===== src/rtl/dac_update_scheduler.sv =====
// Sample-rate sequencer for the AD5541 SPI DAC path: sample FIFO, tick generator, launch/LDAC FSM.
// Build option DAC_LDAC_SYNC_EN adds the LDAC strobe state; without it ldac_n is tied low.
//
// state     | meaning
// ----------+----------------------------------------------------------
// S_IDLE    | waiting for a sample tick; empty FIFO at tick -> underrun
// S_LAUNCH  | pop FIFO head into spi_data, spi_start pulses next cycle
// S_WAIT_HI | waiting for the SPI master to raise busy
// S_WAIT_LO | waiting for the SPI master to drop busy
// S_LDAC    | ldac_n held low for LDAC_W cycles (DAC_LDAC_SYNC_EN only)

module dac_update_scheduler #(
  parameter int FIFO_DEPTH = 16,
  parameter int PERIOD_W   = 16,
  parameter int LDAC_W     = 4
) (
  input  logic                        clk,
  input  logic                        rst,
  input  logic                        enable,
  input  logic [PERIOD_W-1:0]         period,
  input  logic                        s_valid,
  output logic                        s_ready,
  input  logic [15:0]                 s_data,
  output logic                        spi_start,
  output logic [15:0]                 spi_data,
  input  logic                        spi_busy,
  output logic                        ldac_n,
  output logic [$clog2(FIFO_DEPTH):0] fifo_count,
  output logic                        underrun,
  output logic                        late,
  input  logic                        flags_clr,
  output logic                        active
);

  localparam int AW = $clog2(FIFO_DEPTH);
  localparam logic [AW:0] FULL = (AW+1)'(FIFO_DEPTH);

  if (FIFO_DEPTH < 2 || FIFO_DEPTH > 256 || (1 << AW) != FIFO_DEPTH) begin : g_bad_depth
    $error("FIFO_DEPTH must be a power of two in 2..256");
  end
  if (LDAC_W < 1 || LDAC_W > 15) begin : g_bad_ldac_w
    $error("LDAC_W must be in 1..15");
  end

`ifdef DAC_LDAC_SYNC_EN
  typedef enum logic [2:0] {S_IDLE, S_LAUNCH, S_WAIT_HI, S_WAIT_LO, S_LDAC} state_t;
`else
  typedef enum logic [1:0] {S_IDLE, S_LAUNCH, S_WAIT_HI, S_WAIT_LO} state_t;
`endif

  state_t              state, state_nxt;
  logic [PERIOD_W-1:0] tick_cnt, last_cnt;
  logic                tick;
  logic [15:0]         mem [FIFO_DEPTH];
  logic [AW-1:0]       wr_ptr, rd_ptr;
  logic                push, pop, empty;
  logic                set_underrun, set_late;

  // Periods 0 and 1 behave as 2; >= lets a shrinking period tick immediately.
  assign last_cnt = (period[PERIOD_W-1:1] == '0) ? PERIOD_W'(1) : period - PERIOD_W'(1);
  assign tick     = enable && (tick_cnt >= last_cnt);

  always_ff @(posedge clk) begin
    if (rst || !enable) tick_cnt <= '0;
    else if (tick)      tick_cnt <= '0;
    else                tick_cnt <= tick_cnt + 1'b1;
  end

  assign s_ready = (fifo_count != FULL);
  assign empty   = (fifo_count == '0);
  // A pop frees the head slot in the same cycle, so a full FIFO still takes the word.
  assign push    = s_valid && (s_ready || pop);

  always_ff @(posedge clk) begin
    if (rst) begin
      wr_ptr     <= '0;
      rd_ptr     <= '0;
      fifo_count <= '0;
    end else begin
      if (push) wr_ptr <= wr_ptr + 1'b1;
      if (pop)  rd_ptr <= rd_ptr + 1'b1;
      if (push && !pop)      fifo_count <= fifo_count + 1'b1;
      else if (pop && !push) fifo_count <= fifo_count - 1'b1;
    end
  end

  always_ff @(posedge clk) begin
    if (push) mem[wr_ptr] <= s_data;
  end

`ifdef DAC_LDAC_SYNC_EN
  localparam logic [3:0] LDAC_LAST = 4'(LDAC_W - 1);
  logic [3:0] ldac_cnt;
`endif

  always_ff @(posedge clk) begin
    if (rst) state <= S_IDLE;
    else     state <= state_nxt;
  end

  always_comb begin
    state_nxt    = state;
    pop          = 1'b0;
    set_underrun = 1'b0;
    set_late     = tick && (state != S_IDLE);
    case (state)
      S_IDLE: begin
        if (tick) begin
          if (empty) set_underrun = 1'b1;
          else       state_nxt    = S_LAUNCH;
        end
      end
      S_LAUNCH: begin
        pop       = 1'b1;
        state_nxt = S_WAIT_HI;
      end
      S_WAIT_HI: begin
        if (spi_busy) state_nxt = S_WAIT_LO;
      end
      S_WAIT_LO: begin
        if (!spi_busy) begin
`ifdef DAC_LDAC_SYNC_EN
          state_nxt = S_LDAC;
`else
          state_nxt = S_IDLE;
`endif
        end
      end
`ifdef DAC_LDAC_SYNC_EN
      S_LDAC: begin
        if (ldac_cnt == '0) state_nxt = S_IDLE;
      end
`endif
      default: state_nxt = S_IDLE;
    endcase
  end

  always_ff @(posedge clk) begin
    if (rst) begin
      spi_start <= 1'b0;
      spi_data  <= '0;
      underrun  <= 1'b0;
      late      <= 1'b0;
    end else begin
      spi_start <= pop;
      if (pop) spi_data <= mem[rd_ptr];
      if (set_underrun)   underrun <= 1'b1;
      else if (flags_clr) underrun <= 1'b0;
      if (set_late)       late <= 1'b1;
      else if (flags_clr) late <= 1'b0;
    end
  end

`ifdef DAC_LDAC_SYNC_EN
  always_ff @(posedge clk) begin
    if (rst) begin
      ldac_cnt <= '0;
      ldac_n   <= 1'b1;
    end else begin
      if (state == S_WAIT_LO && state_nxt == S_LDAC) ldac_cnt <= LDAC_LAST;
      else if (state == S_LDAC && ldac_cnt != '0)    ldac_cnt <= ldac_cnt - 1'b1;
      ldac_n <= (state_nxt != S_LDAC);
    end
  end
`else
  // DAC configured for immediate update on CS rise.
  assign ldac_n = 1'b0;
`endif

  assign active = (state != S_IDLE);

endmodule


===== config.mk =====
export PLATFORM = sky130hd
export DESIGN_NAME = dac_update_scheduler
export DESIGN_NICKNAME = d
export VERILOG_FILES = /design/src/rtl/dac_update_scheduler.sv
export SDC_FILE = /design/constraint.sdc
export NUM_CORES = 1
export LEC_CHECK = 0
export CORE_MARGIN = 2
export CORE_UTILIZATION = 45
export CTS_BUF_LIST = sky130_fd_sc_hd__clkbuf_2
export DETAILED_ROUTE_END_ITERATION = 10
export PLACE_DENSITY = 0.65
export SLEW_MARGIN = 10
export SYNTH_ARGS = -nofsm -noshare
export SYNTH_HDL_FRONTEND = slang
export SYNTH_SLANG_ARGS = --single-unit

===== constraint.sdc =====
create_clock -name clk -period 3.5 [get_ports clk]
set_input_delay 0.7 -clock clk [delete_from_list [all_inputs] [get_ports clk]]
set_output_delay 0.7 -clock clk [all_outputs]
set_load 0.05 [all_outputs]

==> results of run 1 <==
[repair_timing]
item,in CTS,in global routing
setup endpoints to repair,0,16
endpoints found under the hold margin,0,0
setup buffers,0,2
resized for setup,0,11
[cell usage after synthesis (6+ instances only)]
| cell type | n |
|---|---|
| sky130_fd_sc_hd__nand3_1 | 7 |
| sky130_fd_sc_hd__xor2_1 | 25 |
| sky130_fd_sc_hd__ha_1 | 32 |
| sky130_fd_sc_hd__xnor2_1 | 11 |
| sky130_fd_sc_hd__edfxtp_1 | 256 |
| sky130_fd_sc_hd__mux4_2 | 80 |
| sky130_fd_sc_hd__nor2_1 | 74 |
| sky130_fd_sc_hd__mux2i_1 | 18 |
| sky130_fd_sc_hd__clkbuf_1 | 15 |
| sky130_fd_sc_hd__nor3_1 | 11 |
| sky130_fd_sc_hd__buf_6 | 6 |
| sky130_fd_sc_hd__a21oi_1 | 11 |
| sky130_fd_sc_hd__nand2_1 | 36 |
| sky130_fd_sc_hd__dfxtp_1 | 50 |
| sky130_fd_sc_hd__nand4_1 | 6 |
| sky130_fd_sc_hd__inv_1 | 15 |
[final timing paths]
path	to	slack, ns	depth (start not counted)
worst max register to register	fifo_count[4]	0.55	11
worst min-delay path	late	0.49	4
worst max-delay path	tick_cnt[15]	0.16	14
worst min register to register	tick_cnt[0]	0.49	1
[tightest hold or removal path, delay by kind of cell]
kind / cells / cell delay (ns)
buf+inv: 2 / 0.46
simple gates: 1 / 0.07
compound gates: 1 / 0.05
[per-layer routing]
layer | part of all wire [%] | global-route usage [%] | routed length, µm | vias up
li1 | - | - | - | 3182
met1 | 40 | 23.2 | 10600 | 3538
met5 | 0 | 0 | 0 | -
met3 | 5.9 | 3.70 | 1570 | 46
met4 | 2.1 | 7.37 | 552 | 0
met2 | 52 | 32.6 | 13900 | 200
[state kept, by name, summed over array words and instances (netlist names)]
signal / cells
fifo_count: 5
late: 1
wr_ptr: 4
state: 2
tick_cnt: 16
rd_ptr: 4
spi_start: 1
mem: 256
underrun: 1
spi_data: 16
[power by group through the flow]
stage               sequential, mW  combinational, mW  clock [mW]
floorplan                     4.23              0.305           0
global placement              4.17              0.605           0
detailed placement            4.18              0.633           0
CTS                           4.09              0.636        2.49
global route                  4.10              0.688        2.66
finish                        4.09              0.637        2.40
[stage by stage]
| step | instance area [µm²] | hold WS, ns |
|---|---|---|
| final | 14900 | 0.485 |
| after CTS | 14800 | 0.402 |
| after global placement | 14000 | 0.458 |
| after detailed placement | 14000 | 0.474 |
| after global routing | 14900 | 0.472 |
| after floorplan | 12600 | 0.437 |
[cells by family after synthesis]
family / Yosys count
and+or+nand+nor: 161
adders and majority gates: 33
other: 1
AOI/OAI and AO/OA: 28
muxes: 98
DFF: 306
xor gates and xnor gates: 36
buffers and inverters: 48
[layout make-up]
type                    count  area [µm²]  share of cell area [%]
flip-flops and latches    306        8690                    58.5
clock inverters            20         128                   0.859
multi-input cells         357        3700                    24.9
inverters                  15        56.3                   0.379
well taps                 378         473                    3.18
repair buffers            127        1190                    7.99
diodes                      1        2.50                  0.0168
clock buffers             122         611                    4.11
==> parameters.txt, run 1 <==
Parameter                              Value

Status
  Status ... complete, no violations

Floorplanning
  Die Height ... 171 µm
  Die area ... approximately 30000 µm²
  IO Pins ... 65
  Starting density of the core ... 45.5%
  Horizontal extent of the die ... 171 µm
  Cell Rows ... 61
  Core area ... 27600 µm²

Synthesis
  Synth Instances ... 711
  Mux contribution to synthesized area ... 15.8%
  Parity-gate share of the synthesized area counting xor and xnor cells ... 2.51%
  Per-instance average area after synthesis ... approximately 18 µm²
  Post-synthesis instance area ... around 13000 µm²
  Number of synthesized flops with an enable pin ... 256
  Biggest area contributors in the synthesized netlist ... sky130_fd_sc_hd__edfxtp_1 (61%), sky130_fd_sc_hd__mux4_2 (14%), sky130_fd_sc_hd__dfxtp_1 (8.0%), sky130_fd_sc_hd__ha_1 (3.2%), sky130_fd_sc_hd__nor2_1 (2.2%)
  Yosys top cell by area ... sky130_fd_sc_hd__edfxtp_1
  Post-synthesis sequential area ratio ... 69.1%
  Dominant combinational cell family by area after synthesis ... multiplexers
  Area fraction of the dominant cell type after synthesis ... 61.1%
  Number of distinct library cells after synthesis ... 45
  Compound-cell area share of the yosys netlist ... 1.43%
  Ys async rst share ... 0%
  Number of synthesis warnings ... 0
  Post-synth net total ... 782
  Post-Synth Adder-Cell Area ... around 3.3%
  Predominant post-synthesis flop cell ... sky130_fd_sc_hd__edfxtp_1
  Synthesized-area fraction occupied by and/or/nand/nor cells ... 5.97%
  FF+latch count, synth ... 306

Power and ir drop
  Relative contribution of sequential cells to total power ... 57.4%
  Leakage ... around 5.1 nW
  Pwr Total ... 7.13 mW
  Psw ... 1.81 mW
  Switch share ... 25.3%
  IR Drop Worst-Case VDD ... roughly 0.27 mV
  Cell area power density ... 480 nW/µm²
  Internal power ... 5.32 mW
  Clock power frac ... roughly a third
  Comb pwr share ... 8.9%

Finish
  Finished Layout Cells ... 1326
  Utilization after layout ... 53.8%
  Most used cells in the layout excluding fill and tap cells ... sky130_fd_sc_hd__edfxtp_1 (256), sky130_fd_sc_hd__clkbuf_2 (122), sky130_fd_sc_hd__mux4_2 (80), sky130_fd_sc_hd__nor2_1 (73), sky130_fd_sc_hd__clkdlybuf4s50_1 (60)
  Fraction of layout instances using a drive strength above 1 ... a little under a third
  Number of nets in the finished design ... about 950
  Number of fill cells in the layout ... 2280
  Layout overhead on the synthesized area ... 18.1%
  Most frequent standard cell in the layout excluding fill and tap cells ... sky130_fd_sc_hd__edfxtp_1

STA
  Slew Limit Fails ... 0
  Final Hold Viols ... 0
  Worst slew slack as a fraction of its limit ... 45.6%
  Achievable frequency ... 300 MHz
  Final Critical Period ... 3.34 ns
  PnR worst setup slack ... 0.161 ns
  Post-route clock period utilization ... 95.4%
  Worst clock skew ... 0.0805 ns
  Slew at the pin closest to its max-slew limit ... 0.811 ns
  Unrepaired setup endpoints after global routing ... false
  Final count of negative-setup-slack endpoints ... 0
  Post-Route Setup TNS ... 0 ns

Clock network
  Clock transition at the registers of the reported paths ... 0.09 ns
  CTS Hold Bufs ... 0
  Num CTS Buffers ... 76
  Clock Tree Buf Depth ... 3
  Clock tree from TritonCTS ... yes
  Worst skew pair latency ... 0.86 ns
  H-tree levels ... 3
  Buffer cell driving the clock tree root ... sky130_fd_sc_hd__clkbuf_2
  Clock sink count ... between 300 and 400

Drt
  Drt initial violations ... 544
  Vias per inst ... 5.25
  Remaining design rule violation count ... 0
  Total detailed-routing wirelength ... ~27 mm
  Number of nets with antenna violations after detailed routing ... 0
  Wire per inst ... 20.1 µm
  Total via count in the routed design ... 6966
  Drt first pass iters ... 9

Worst setup path
  Critical path cell sequence ... clkdlybuf4s50_1 -> or4_4 -> or4_4 -> nor4_4 -> xor2_1 -> nand2_1 -> ha_1 -> nand4_1 -> nor3_1 -> a22oi_1 -> nand3_1 -> or3b_4 -> clkbuf_16 -> nor2_1
  Largest stage delay, worst path ... 0.47 ns
  Worst Path Class, Setup ... in -> reg
  Launching point of the worst reg2reg path ... state[1]
  Data arrival time of the critical path ... 4.12 ns
  Required time of the worst setup path ... roughly 4.3 ns
  Type of origin of the critical path ... primary input
  Critical Path End Type ... register
  Most numerous cell on the critical path ... sky130_fd_sc_hd__or4_4
  Worst path slowest cell ... sky130_fd_sc_hd__or4_4
  Buffers plus inverters on the worst setup path ... 2
  Setup crit start ... period[5]
  Crit path max-delay family ... simple AND/OR/NAND/NOR gates
  Crit-path max FO ... 8

Worst hold path
  Min-Delay Path Class ... in -> reg
  Hold Crit Start ... flags_clr

Placed design
  IO Port Bufs ... 63
  Dpl ws ... -0.723 ns
  HPWL reported at the end of detailed placement ... 16.1 mm
  Placer congestion estimate ... just over 0.8
  Number of cells in the design after placement ... 1180

Global routing
  Number of global-route vias before repair ... between 7000 and 8000
  First-pass GRT wire length ... 40.2 mm
  Antenna violations before repair ... 1
  Pin count of the biggest net entering global routing ... 68
  Grt total ovfl ... 0
  Gr usage total ... 18.8%

Run
  Number of max-cap violations ... 0
Power figures use the tool's default switching activity.
==> inputs of run 2 (changes only) <==
--- a/config.mk
+++ b/config.mk
@@ -9,7 +9,8 @@
 export CORE_UTILIZATION = 45
 export CTS_BUF_LIST = sky130_fd_sc_hd__clkbuf_2
 export DETAILED_ROUTE_END_ITERATION = 10
-export PLACE_DENSITY = 0.65
+export GPL_TIMING_DRIVEN = 0
+export REMOVE_ABC_BUFFERS = 1
 export SLEW_MARGIN = 10
 export SYNTH_ARGS = -nofsm -noshare
 export SYNTH_HDL_FRONTEND = slang
==> constraint.sdc (replaced) <==
create_clock -name clk -period 4 [get_ports clk]
set_input_delay 0.8 -clock clk [delete_from_list [all_inputs] [get_ports clk]]
set_output_delay 0.8 -clock clk [all_outputs]
set_load 0.05 [all_outputs]
==> parameters.txt, run 2 (synthesized netlist as in run 1, its figures left out) <==
Parameter                              Value

Worst setup path
  Type of origin of the critical path ... primary input
  Critical path cell sequence ... clkdlybuf4s50_1 -> or4_4 -> or4_4 -> nor3_2 -> xor2_1 -> nand2_1 -> ha_1 -> nand4_1 -> nor4_2 -> o31ai_2 -> and4_1 -> o41ai_1
  Endpoint of the worst register-to-register path ... fifo_count[4]
  Critical Path End Type ... register
  Most numerous cell on the critical path ... sky130_fd_sc_hd__or4_4
  Launching point of the worst reg2reg path ... state[1]
  Worst Path Class, Setup ... in -> reg
  Crit-path max FO ... 4
  Largest stage delay, worst path ... just under 0.6 ns
  Worst path slowest cell ... sky130_fd_sc_hd__or4_4
  Count of cells along the worst register-to-register path ... 12
  Buffers plus inverters on the worst setup path ... 1
  Crit path max-delay family ... simple AND/OR/NAND/NOR gates
  Setup slack, reg-to-reg ... 0.62 ns
  Data arrival time of the critical path ... between 4 and 5 ns
  Required time of the worst setup path ... 4.69 ns

Finish
  Most used cells in the layout excluding fill and tap cells ... sky130_fd_sc_hd__edfxtp_1 (256), sky130_fd_sc_hd__clkbuf_2 (120), sky130_fd_sc_hd__mux4_2 (80), sky130_fd_sc_hd__nor2_1 (62), sky130_fd_sc_hd__clkdlybuf4s50_1 (62)
  Registers with the most flip-flops ... mem x256, spi_data x16, tick_cnt x16
  Number of fill cells in the layout ... 2301
  Fraction of layout instances using a drive strength above 1 ... approximately 29%
  Most frequent standard cell in the layout excluding fill and tap cells ... sky130_fd_sc_hd__edfxtp_1
  Number of nets in the finished design ... 917
  Layout overhead on the synthesized area ... 16.7%
  Flip-flop count of the largest register, all copies and words added ... 256
  Register ranked first by flip-flop count ... mem

STA
  PnR worst setup slack ... 0.243 ns
  Achievable frequency ... 266 MHz
  Worst slew slack as a fraction of its limit ... 42.5%
  Worst clock skew ... between 0.07 and 0.08 ns
  Slew at the pin closest to its max-slew limit ... 0.860 ns
  Post-Route Setup TNS ... 0 ns
  Final Hold Viols ... 0
  Unrepaired setup endpoints after global routing ... false
  Final count of negative-setup-slack endpoints ... 0
  Smallest hold slack ... 0.412 ns
  Post-route clock period utilization ... between 90% and 100%
  Final Critical Period ... approximately 3.8 ns
  Slew Limit Fails ... 0

Floorplanning
  Die area ... 29300 µm²
  Starting density of the core ... approximately 46%
  IO Pins ... 65
  Cell Rows ... between 60 and 70
  Die Height ... 171 µm
  Core area ... 27600 µm²
  Horizontal extent of the die ... ~170 µm

Drt
  Total via count in the routed design ... 6839
  Number of nets with antenna violations after detailed routing ... 0
  Remaining design rule violation count ... 0
  Drt first pass iters ... 5
  Total detailed-routing wirelength ... 26.6 mm
  Vias per inst ... 5.31
  Drt initial violations ... roughly 470
  Wire per inst ... 20.7 µm

Clock network
  Clock tree from TritonCTS ... yes
  H-tree levels ... 3
  CTS Hold Bufs ... 0
  Clock Tree Buf Depth ... 3
  Clock sink count ... approximately 300
  Clock transition at the registers of the reported paths ... around 0.1 ns
  Num CTS Buffers ... 77
  Worst skew pair latency ... between 0.8 and 0.9 ns
  Buffer cell driving the clock tree root ... sky130_fd_sc_hd__clkbuf_2

Global routing
  Grt total ovfl ... 0
  Gr usage total ... between 10% and 20%
  Antenna violations before repair ... 1
  Number of global-route vias before repair ... about 7400
  Pin count of the biggest net entering global routing ... roughly 50
  First-pass GRT wire length ... 40.8 mm

Placed design
  Dpl ws ... -1.12 ns
  Placer congestion estimate ... 0.773
  HPWL reported at the end of detailed placement ... roughly 16 mm
  IO Port Bufs ... 63

Worst hold path
  Min-Delay Path Class ... in -> reg
  Hold Path Stages ... 3
  Hold Crit Start ... rst
  Hold-critical path endpoint ... spi_data[8]

Power and ir drop
  Leakage ... around 4.9 nW
  IR Drop Worst-Case VDD ... 0.218 mV
  Cell area power density ... 420 nW/µm²
  Pwr Total ... between 6 and 7 mW

Status
  Status ... complete, no violations

Run
  Number of max-cap violations ... 0
run 2: worst max-delay path by stage:
stage | start | endpoint | slack (ns) | cells past startpoint
after floorplan | rd_ptr[0] | spi_data[0] | -0.20 | 4
after global placement | rd_ptr[0] | spi_data[13] | -1.59 | 4
after detailed placement | period[9] | tick_cnt[12] | -1.12 | 12
after CTS | period[9] | tick_cnt[12] | 0.11 | 12
after global routing | period[5] | state[0] | 0.07 | 12
final | period[5] | state[0] | 0.24 | 12
run 2: metal layers:
layer  vias to the layer above  GRT usage, %  routed length (µm)
li1                       3108             -                   -
met3                        54          4.28                1420
met2                       218          32.4               13600
met4                         0          7.89                 560
met5                         -             0                   0
met1                      3459          23.7               11100
run 2: power breakdown:
part	total (mW)	leakage (nW)	internal (mW)	switching, mW
Combinational	0.544	1.65	0.225	0.319
Clock	2.04	0.543	0.807	1.24
Sequential	3.58	2.72	3.54	0.0404
Total	6.17	4.91	4.57	1.60
run 2: layout make-up:
type	instances	area, µm²	share of cell area [%]
timing repair buffer	89	990	6.74
tap	378	473	3.22
multi-input combinational	357	3740	25.5
clock inverter	23	115	0.784
inverter	15	56.3	0.384
clock buffer	120	601	4.09
antenna	1	2.50	0.0170
sequential	306	8700	59.3
run 2: through the flow:
stage               instance area (µm²)  cells  util, %
global placement                  13500   1119     48.9
floorplan                         12400    678        -
finish                            14700   1289     53.1
global route                      14700   1289     53.1
detailed placement                13900   1142     50.4
CTS                               14600   1285     53.0
run 2: worst register-to-register path: cells and delay by family (launching register included):
kind                       cells  cell delay [ns]
AOI/OAI and AO/OA              4             0.94
xor gates and xnor gates       1             0.10
adders and majority gates      3             1.17
buffers and inverters          3             0.45
DFF                            1             0.34
and+or+nand+nor                1             0.32
run 2: timing repair:
item	4_1_cts	5_1_grt
resized for setup	2	2
endpoints found under the setup margin	16	17
setup buffers	0	3
pin swaps	0	1
